File: src/rtl/ace_directory_engine_pkg.sv
// Shared types, CRRESP bit positions and small helpers for the ACE coherence directory.
// Latency: none. This file holds declarations only.
// Backpressure: none. This file holds declarations only.
package ace_directory_engine_pkg;

    localparam int ADDR_WIDTH      = 32;
    localparam int DEF_NUM_MASTERS = 4;
    localparam int DEF_DIR_ENTRIES = 64;
    localparam int DEF_LINE_BYTES  = 64;
    localparam int DEF_TAG_W       = ADDR_WIDTH - $clog2(DEF_DIR_ENTRIES) - $clog2(DEF_LINE_BYTES);

    // CRRESP is {WasUnique, IsShared, PassDirty, Error, DataXfer}.
    localparam int CR_W          = 5;
    localparam int CR_DATAXFER   = 0;
    localparam int CR_ERROR      = 1;
    localparam int CR_PASSDIRTY  = 2;
    localparam int CR_ISSHARED   = 3;
    localparam int CR_WASUNIQUE  = 4;

    typedef enum logic [1:0] {
        RD_SHARED = 2'd0,
        RD_UNIQUE = 2'd1,
        CLEAN_INV = 2'd2,
        WR_BACK   = 2'd3
    } dir_op_e;

    // ACSNOOP encodings used by this block.
    typedef enum logic [3:0] {
        AC_READ_ONCE     = 4'b0000,
        AC_READ_SHARED   = 4'b0001,
        AC_READ_UNIQUE   = 4'b0111,
        AC_CLEAN_INVALID = 4'b1001
    } ace_ac_snoop_e;

    // Default-geometry directory entry; the engine builds its own for other geometries.
    typedef struct packed {
        logic [DEF_TAG_W-1:0]       tag;
        logic [DEF_NUM_MASTERS-1:0] sharers;
    } dir_entry_t;

    function automatic ace_ac_snoop_e op_to_snoop(input dir_op_e op);
        case (op)
            RD_SHARED: return AC_READ_SHARED;
            RD_UNIQUE: return AC_READ_UNIQUE;
            CLEAN_INV: return AC_CLEAN_INVALID;
            default:   return AC_READ_ONCE;
        endcase
    endfunction

    function automatic logic [31:0] sat_add32(input logic [31:0] a, input logic [31:0] b);
        logic [32:0] s;
        s = {1'b0, a} + {1'b0, b};
        return s[32] ? 32'hFFFF_FFFF : s[31:0];
    endfunction

endpackage

File: src/rtl/ace_directory_engine_dir_tag_ram.sv
// Direct-mapped directory store: flop array with a per-line valid vector.
// Latency: combinational read, write lands on the next clock edge.
// Backpressure: none. The owner must not write in the same cycle as reset.
// Ports: clk/rst (sync, active-high; clears every valid bit in one cycle),
//        rd_idx -> rd_valid/rd_entry, wr_en/wr_idx/wr_valid/wr_entry.
module ace_directory_engine_dir_tag_ram
    import ace_directory_engine_pkg::*;
#(
    parameter int  DEPTH   = 64,
    parameter int  IDX_W   = $clog2(DEPTH),
    parameter type entry_t = dir_entry_t
) (
    input  logic             clk,
    input  logic             rst,
    input  logic [IDX_W-1:0] rd_idx,
    output logic             rd_valid,
    output entry_t           rd_entry,
    input  logic             wr_en,
    input  logic [IDX_W-1:0] wr_idx,
    input  logic             wr_valid,
    input  entry_t           wr_entry
);

    logic [DEPTH-1:0] valid_q;
    entry_t           mem [DEPTH];

    always_ff @(posedge clk) begin
        if (rst) begin
            valid_q <= '0;
        end else if (wr_en) begin
            valid_q[wr_idx] <= wr_valid;
        end
    end

    // Payload needs no reset: it is only trusted behind a set valid bit.
    always_ff @(posedge clk) begin
        if (wr_en && !rst) begin
            mem[wr_idx] <= wr_entry;
        end
    end

    assign rd_valid = valid_q[rd_idx];
    assign rd_entry = mem[rd_idx];

endmodule

File: src/rtl/ace_directory_engine.sv
// Coherence directory: looks up sharers, back-invalidates victims, snoops peers, returns one response.
// Latency: a no-snoop request gives rsp_valid 3 cycles after the req handshake. Snoops add their handshake time.
// Backpressure: req_ready only in IDLE. Each AC/CR is held per master until accepted. rsp_* is held until rsp_ready.
// Ports: aclk/areset (sync, active-high; aborts any transaction), req_* in, ac_* out per master,
//        cr_* in per master, rsp_* out. Build option DIR_PERF_CNT_EN adds perf_req_cnt,
//        perf_snoop_cnt and perf_evict_cnt (32-bit, saturating).
module ace_directory_engine
    import ace_directory_engine_pkg::*;
#(
    parameter int NUM_MASTERS = 4,
    parameter int DIR_ENTRIES = 64,
    parameter int LINE_BYTES  = 64,
    parameter int MID_W       = $clog2(NUM_MASTERS)
) (
    input  logic                              aclk,
    input  logic                              areset,
    input  logic                              req_valid,
    output logic                              req_ready,
    input  logic [MID_W-1:0]                  req_master,
    input  logic [ADDR_WIDTH-1:0]             req_addr,
    input  dir_op_e                           req_op,
    output logic [NUM_MASTERS-1:0]            ac_valid,
    input  logic [NUM_MASTERS-1:0]            ac_ready,
    output logic [ADDR_WIDTH-1:0]             ac_addr,
    output ace_ac_snoop_e                     ac_snoop,
    input  logic [NUM_MASTERS-1:0]            cr_valid,
    output logic [NUM_MASTERS-1:0]            cr_ready,
    input  logic [NUM_MASTERS-1:0][CR_W-1:0]  cr_resp,
    output logic                              rsp_valid,
    input  logic                              rsp_ready,
    output logic [MID_W-1:0]                  rsp_master,
    output logic                              rsp_shared,
    output logic                              rsp_dirty,
    output logic [NUM_MASTERS-1:0]            rsp_data_src,
`ifdef DIR_PERF_CNT_EN
    output logic [31:0]                       perf_req_cnt,
    output logic [31:0]                       perf_snoop_cnt,
    output logic [31:0]                       perf_evict_cnt,
`endif
    output logic                              rsp_err
);

    localparam int IDX_W = $clog2(DIR_ENTRIES);
    localparam int OFF_W = $clog2(LINE_BYTES);
    localparam int TAG_W = ADDR_WIDTH - IDX_W - OFF_W;

    typedef struct packed {
        logic [TAG_W-1:0]       tag;
        logic [NUM_MASTERS-1:0] sharers;
    } entry_t;

    typedef enum logic [2:0] {
        ST_IDLE, ST_LOOKUP, ST_EVICT, ST_SNOOP, ST_UPDATE, ST_RESP
    } state_e;

    state_e state, state_n;

    logic [MID_W-1:0]       lat_master;
    logic [TAG_W-1:0]       lat_tag;
    logic [IDX_W-1:0]       lat_idx;
    dir_op_e                lat_op;
    logic                   hit_q;
    logic [NUM_MASTERS-1:0] old_q, tgt_q, ac_pend, cr_pend, shared_vec, data_src_q;
    logic                   dirty_q, err_q;
    logic [ADDR_WIDTH-1:0]  ac_addr_q;
    ace_ac_snoop_e          ac_snoop_q;

    logic                   rd_valid, wr_en, wr_valid;
    entry_t                 rd_entry, wr_entry;
    logic [NUM_MASTERS-1:0] req_bit, cr_fire, cr_is_shared, cr_pass_dirty, cr_xfer, cr_err;
    logic [NUM_MASTERS-1:0] tgt_lk, wb_sharers;
    logic                   hit, conflict, phase_done, req_fire;
    logic                   unused_inputs;

    assign unused_inputs = ^{req_addr[OFF_W-1:0], cr_resp};

    ace_directory_engine_dir_tag_ram #(
        .DEPTH   (DIR_ENTRIES),
        .IDX_W   (IDX_W),
        .entry_t (entry_t)
    ) u_tag_ram (
        .clk      (aclk),
        .rst      (areset),
        .rd_idx   (lat_idx),
        .rd_valid (rd_valid),
        .rd_entry (rd_entry),
        .wr_en    (wr_en),
        .wr_idx   (lat_idx),
        .wr_valid (wr_valid),
        .wr_entry (wr_entry)
    );

    always_comb begin
        req_bit       = '0;
        cr_is_shared  = '0;
        cr_pass_dirty = '0;
        cr_xfer       = '0;
        cr_err        = '0;
        req_bit[lat_master] = 1'b1;
        for (int i = 0; i < NUM_MASTERS; i++) begin
            cr_is_shared[i]  = cr_resp[i][CR_ISSHARED];
            cr_pass_dirty[i] = cr_resp[i][CR_PASSDIRTY];
            cr_xfer[i]       = cr_resp[i][CR_DATAXFER];
            cr_err[i]        = cr_resp[i][CR_ERROR];
        end
    end

    assign req_fire   = req_valid && req_ready;
    assign hit        = rd_valid && (rd_entry.tag == lat_tag);
    assign conflict   = rd_valid && !hit && (lat_op == RD_SHARED || lat_op == RD_UNIQUE);
    // Peers to snoop; a miss (including the post-eviction view of a conflict) has none.
    assign tgt_lk     = (hit && lat_op != WR_BACK) ? (rd_entry.sharers & ~req_bit) : '0;
    // A CR is only taken once that master's AC has gone, so responses never overtake snoops.
    assign cr_fire    = cr_pend & ~ac_pend & cr_valid;
    assign phase_done = (ac_pend == '0) && (cr_pend == '0);
    assign wb_sharers = old_q & ~req_bit;

    always_ff @(posedge aclk) begin
        if (areset) begin
            state <= ST_IDLE;
        end else begin
            state <= state_n;
        end
    end

    always_comb begin
        state_n = state;
        case (state)
            ST_IDLE:   if (req_fire) state_n = ST_LOOKUP;
            ST_LOOKUP: begin
                if (conflict)            state_n = ST_EVICT;
                else if (tgt_lk != '0)   state_n = ST_SNOOP;
                else                     state_n = ST_UPDATE;
            end
            ST_EVICT:  if (phase_done) state_n = (tgt_q != '0) ? ST_SNOOP : ST_UPDATE;
            ST_SNOOP:  if (phase_done) state_n = ST_UPDATE;
            ST_UPDATE: state_n = ST_RESP;
            ST_RESP:   if (rsp_ready) state_n = ST_IDLE;
            default:   state_n = ST_IDLE;
        endcase
    end

    always_ff @(posedge aclk) begin
        if (areset) begin
            lat_master <= '0;
            lat_tag    <= '0;
            lat_idx    <= '0;
            lat_op     <= RD_SHARED;
            hit_q      <= 1'b0;
            old_q      <= '0;
            tgt_q      <= '0;
            ac_pend    <= '0;
            cr_pend    <= '0;
            shared_vec <= '0;
            data_src_q <= '0;
            dirty_q    <= 1'b0;
            err_q      <= 1'b0;
            ac_addr_q  <= '0;
            ac_snoop_q <= AC_READ_ONCE;
        end else begin
            case (state)
                ST_IDLE: begin
                    if (req_fire) begin
                        lat_master <= req_master;
                        lat_tag    <= req_addr[ADDR_WIDTH-1 -: TAG_W];
                        lat_idx    <= req_addr[OFF_W +: IDX_W];
                        lat_op     <= req_op;
                    end
                end
                ST_LOOKUP: begin
                    hit_q      <= hit;
                    old_q      <= hit ? rd_entry.sharers : '0;
                    tgt_q      <= tgt_lk;
                    shared_vec <= '0;
                    data_src_q <= '0;
                    dirty_q    <= 1'b0;
                    err_q      <= 1'b0;
                    if (conflict) begin
                        // Victim sharers include the requester: it may hold the old line too.
                        ac_pend    <= rd_entry.sharers;
                        cr_pend    <= rd_entry.sharers;
                        ac_addr_q  <= {rd_entry.tag, lat_idx, {OFF_W{1'b0}}};
                        ac_snoop_q <= AC_CLEAN_INVALID;
                    end else if (tgt_lk != '0) begin
                        ac_pend    <= tgt_lk;
                        cr_pend    <= tgt_lk;
                        ac_addr_q  <= {lat_tag, lat_idx, {OFF_W{1'b0}}};
                        ac_snoop_q <= op_to_snoop(lat_op);
                    end
                end
                ST_EVICT, ST_SNOOP: begin
                    ac_pend <= ac_pend & ~ac_ready;
                    cr_pend <= cr_pend & ~cr_fire;
                    err_q   <= err_q | (|(cr_fire & cr_err));
                    // Victim-line responses say nothing about the requested line.
                    if (state == ST_SNOOP) begin
                        shared_vec <= shared_vec | (cr_fire & cr_is_shared);
                        data_src_q <= data_src_q | (cr_fire & cr_xfer);
                        dirty_q    <= dirty_q | (|(cr_fire & cr_pass_dirty));
                    end
                    if (state == ST_EVICT && phase_done && tgt_q != '0) begin
                        ac_pend    <= tgt_q;
                        cr_pend    <= tgt_q;
                        ac_addr_q  <= {lat_tag, lat_idx, {OFF_W{1'b0}}};
                        ac_snoop_q <= op_to_snoop(lat_op);
                    end
                end
                default: ;
            endcase
        end
    end

    always_comb begin
        wr_en    = 1'b0;
        wr_valid = 1'b0;
        wr_entry = '0;
        if (state == ST_UPDATE) begin
            wr_entry.tag = lat_tag;
            case (lat_op)
                RD_SHARED: begin
                    wr_en            = 1'b1;
                    wr_valid         = 1'b1;
                    wr_entry.sharers = (old_q & ~tgt_q) | shared_vec | req_bit;
                end
                RD_UNIQUE: begin
                    wr_en            = 1'b1;
                    wr_valid         = 1'b1;
                    wr_entry.sharers = req_bit;
                end
                CLEAN_INV: begin
                    wr_en = hit_q;
                end
                WR_BACK: begin
                    wr_en            = hit_q;
                    wr_valid         = (wb_sharers != '0);
                    wr_entry.sharers = wb_sharers;
                end
                default: ;
            endcase
        end
    end

    assign req_ready    = (state == ST_IDLE) && !areset;
    assign ac_valid     = ac_pend;
    assign ac_addr      = ac_addr_q;
    assign ac_snoop     = ac_snoop_q;
    assign cr_ready     = cr_pend & ~ac_pend;
    assign rsp_valid    = (state == ST_RESP);
    assign rsp_master   = rsp_valid ? lat_master : '0;
    assign rsp_shared   = rsp_valid && ((|shared_vec) ||
                          ((lat_op == RD_SHARED) && ((old_q & ~tgt_q & ~req_bit) != '0)));
    assign rsp_dirty    = rsp_valid && dirty_q;
    assign rsp_data_src = rsp_valid ? data_src_q : '0;
    assign rsp_err      = rsp_valid && err_q;

`ifdef DIR_PERF_CNT_EN
    always_ff @(posedge aclk) begin
        if (areset) begin
            perf_req_cnt   <= '0;
            perf_snoop_cnt <= '0;
            perf_evict_cnt <= '0;
        end else begin
            if (req_fire) begin
                perf_req_cnt <= sat_add32(perf_req_cnt, 32'd1);
            end
            perf_snoop_cnt <= sat_add32(perf_snoop_cnt, 32'($countones(ac_pend & ac_ready)));
            if (state == ST_LOOKUP && conflict) begin
                perf_evict_cnt <= sat_add32(perf_evict_cnt, 32'd1);
            end
        end
    end
`endif

endmodule

File: config.mk
export PLATFORM = sky130hd
export DESIGN_NAME = ace_directory_engine
export DESIGN_NICKNAME = d
export VERILOG_FILES = /design/src/rtl/ace_directory_engine_pkg.sv /design/src/rtl/ace_directory_engine_dir_tag_ram.sv /design/src/rtl/ace_directory_engine.sv
export SDC_FILE = /design/constraint.sdc
export NUM_CORES = 2
export LEC_CHECK = 0
export CAP_MARGIN = 20
export CORE_ASPECT_RATIO = 1.75
export CORE_MARGIN = 1.5
export CORE_UTILIZATION = 56
export DETAILED_ROUTE_END_ITERATION = 6
export PLACE_DENSITY_LB_ADDON = 0.12
export SYNTH_ARGS = -nofsm -noshare
export SYNTH_HDL_FRONTEND = slang
export SYNTH_SLANG_ARGS = --single-unit
File: constraint.sdc
create_clock -name aclk -period 4.1 [get_ports aclk]
set_input_delay 1.025 -clock aclk [delete_from_list [all_inputs] [get_ports aclk]]
set_output_delay 1.025 -clock aclk [all_outputs]
set_load 0.02 [all_outputs]
==> flow_metrics.py <==
metrics = {
    "status": {
        "run_status": "complete, but fails checks",
        "failed_checks": "DRC, setup timing",
    },
    "run": {
        "max_cap_viol_count": 0,
    },
    "yosys": {
        "syn_area_per_cell_sq_um": 18.6,
        "synth_area_sq_um": 67000,
        "yosysSeqAreaShare": 0.736,
        "synth_cell_type_count": 81,
        "synth-edff-count": 1536,
        "biggest_area_contributors_in_the_synthesized_netlist": "edfxtp_1, mux4_2, dfxtp_1",
        "synth_seq_cells": 1695,
        "synth_largest_area_cell": "edfxtp_1",
        "yosys.area.top_type_share": 0.688,
        "synthFlopType": "edfxtp_1",
        "ys_async_sr_fraction": 0,
        "syn_inst": 3609,
        "warnings_from_yosys": 0,
        "post_synth_most_frequent_cells": "edfxtp_1, mux4_2, nand2_1",
        "most_numerous_cell_in_the_yosys_netlist": "edfxtp_1",
    },
    "power_and_ir_drop": {
        "pwr-share-comb": 0.266,
        "fin_total_pwr_mw": 45.8,
        "power_density_nw_per_um2": 568,
        "power.internal_mw": 32.3,
        "power.clock.fraction": 0.308,
        "switching_power_mw": 13.6,
        "cellLeakagePower_nw": 24.9,
        "power.share.sequential": 0.427,
        "worst_ir_drop_on_vdd_mv": 0.491,
        "sw_frac_of_total": 0.296,
    },
    "timing": {
        "final.setup.worst_slack_ns": -0.359,
        "period_minus_slack_ns": 4.46,
        "setup_repair_after_global_routing_missed_its_margin": "true",
        "worstMarginPinSlew_ns": 1.11,
        "report.final.hold_viol_count": 0,
        "maxSlewViolCount": 0,
        "final-setup-viol-count": 44,
        "fin_crit_sh": 1.09,
        "worst_slew_margin_rel": 0.259,
        "hold-worst-slack_ns": 0.470,
        "worst_clock_skew_ns": 0.0242,
        "achievable-frequency_ghz": 0.224,
    },
    "clocking": {
        "clkTransAtPathRegs_ns": 0.06,
        "cts_sinks": 1695,
        "cts_tree": "done",
        "h-tree-depth": 4,
        "clk_latency_ns": 0.79,
        "clock_root_cell": "clkbuf_16",
        "cts_buffer_count": 149,
        "cts_buffer_depth": 3,
    },
    "worst_setup_path": {
        "path_cells": "buf_12 -> buf_12 -> buf_12 -> buf_12 -> mux4_2 -> mux2i_1 -> a221o_2 -> a21oi_4 -> buf_4 -> o21ai_0 -> a211oi_4 -> buf_4 -> nand4_1 -> nor4_4 -> buf_6 -> mux2_4 -> nor3_4 -> buf_12 -> clkbuf_16 -> a22o_1",
        "crit_arrival_ns": 5.19,
        "maximum_fanout_along_the_worst_path": 7,
        "setup.worst_path.class": "reg -> reg",
        "max_stage_delay_ns": 0.48,
        "crit_slowest_cell": "a221o_2",
        "worstPathRequired_ns": 4.83,
        "crit_top_cell": "buf_12",
        "endpoint_kind": "flip-flop",
        "sort_of_element_at_the_start_of_the_critical_path": "flip-flop",
        "critical-path-top-delay-family": "buffers and inverters",
        "timing.critical_path.buf_inv": 9,
    },
    "floorplanning": {
        "dieWidth_um": 265,
        "initial_util": 0.566,
        "floorplan.io_pins": 123,
        "placement_rows": 167,
        "fp.coreArea_sq_um": 118000,
        "die_h_um": 461,
        "die_area_sq_um": 122000,
    },
    "placement": {
        "place.detailed.instances": 5557,
        "hpwlAfterDp_um": 143000,
        "portBuffers": 106,
        "placedInstanceArea_sq_um": 73900,
        "globalplace.congestion": 1.01,
    },
    "global_route": {
        "grt_first_pass_wirelength_um": 300000,
        "grt-ovfl-total": 0,
        "antenna_found_initial": 10,
        "grt_pass1_vias": 40100,
        "maximum_number_of_pins_on_one_net_before_global_route_repair": 89,
        "global_router_s_overall_resource_usage": 0.361,
    },
    "detailed_routing": {
        "wl_um": 217000,
        "drt-initial-drc-count": 5316,
        "post_drt_via_cell_ratio": 6.74,
        "drt-pass1-iter-count": 7,
        "wl_per_cell_um": 36.8,
        "drc": 3,
        "antenna_left": 0,
        "route.vias.total": 39800,
    },
    "finish": {
        "synthToLayoutAreaGrowth_pct": 20.3,
        "nets": 4331,
        "finalCoreUtilization": 0.681,
        "share_of_final_layout_standard_cells_stronger_than_drive_strength_1": 0.336,
        "final_area_sq_um": 80600,
        "final_cell_count_no_fill": 5908,
    },
    "hold_path": {
        "worst_hold_path_type": "reg -> reg",
        "timing.hold.worst.start": "dirty_q",
    },
}
cell families after synthesis:
family | count (synthesis) | share of synthesized area
buf+inv | 255 | 0.0211
flops | 1695 | 0.736
other cells | 1 | 0.0000560
xor+xnor | 8 | 0.00105
simple gates | 625 | 0.0453
mux | 530 | 0.149
compound gates | 495 | 0.0477
stage by stage:
stage                     setup WS [ns]  setup TNS (ns)
after floorplan                   0.204               0
after global placement           -0.829          -29.85
after detailed placement         -0.882          -31.28
after CTS                        -0.234           -7.44
after global routing             -0.396          -13.76
final                            -0.359          -11.82
repair_timing:
item                                    4_1_cts  5_1_grt
endpoints found under the setup margin       49       47
hold buffers                                  0        0
buffers inserted                             46       19
pin swaps                                    27       36
gates cloned                                 10        4
gates resized for setup                     153       62
layer usage:
layer  part of all wire  global-route usage  vias up
met1               0.33               0.417    20700
met2               0.49               0.598     2397
li1                   -                   -    16000
met5           0.000097                   0        -
met4              0.096               0.279        4
met3              0.081              0.0651      710
power by group through the flow:
stage	Clock [mW]	Sequential, mW	Combinational, mW
2_1_floorplan	0	19.7	5.48
3_3_place_gp	0	19.9	10.6
3_5_place_dp	0	19.9	10.7
4_1_cts	14.2	19.5	11.7
5_1_grt	14.9	19.6	12.5
6_report	14.1	19.6	12.2
cells in the final DEF, fill, tap and decap left out, drive strengths merged, types with 28 or more instances in the layout:
master         netlist  layout
a21oi              135     135
a22oi               48      48
and3                36      36
buf                135     611
clkbuf              91     194
clkdlybuf4s50        0     105
clkinv               2      53
dfxtp              159     159
edfxtp            1536    1536
inv                 27      40
mux2i              132     132
mux4               372     372
nand2              177     177
nand3              126     126
nor2               137     137
nor2b               28      28
o21ai              118     118
o22ai               42      42
registers in the layout, summed over array words and instances, names as in the netlist, 2 cells and up, named ones only:
name	cells
ac_addr	26
ac_snoop	3
ac_valid	4
cr_pend	4
data_src_q	4
lat_idx	6
lat_master	2
lat_op	2
lat_tag	20
old_q	4
shared_vec	4
state	3
tgt_q	4
u_tag_ram.mem	1536
u_tag_ram.valid_q	64
final timing paths:
| path | cells after the start | end | slack (ns) |
|---|---|---|---|
| setup / recovery | 20 | ac_addr[30] | -0.36 |
| hold / removal | 2 | dirty_q | 0.47 |
| setup reg to reg | 20 | ac_addr[30] | -0.36 |
| hold reg to reg | 2 | dirty_q | 0.47 |
final cells by class:
class / instances / area, sq um
multi-input combinational: 1665 / 17500
tap: 1521 / 1900
fill: 7712 / 37800
inverter: 29 / 111
clock inverter: 82 / 787
clock buffer: 190 / 4020
sequential: 1695 / 49300
timing repair buffer: 723 / 6980
antenna: 3 / 7.51
tightest hold or removal path: cells and delay by family (launching register included):
kind | cells | cell delay, ns
DFF | 1 | 0.32
and+or+nand+nor | 2 | 0.12
Note: power is estimated with default switching activity, not from simulation.
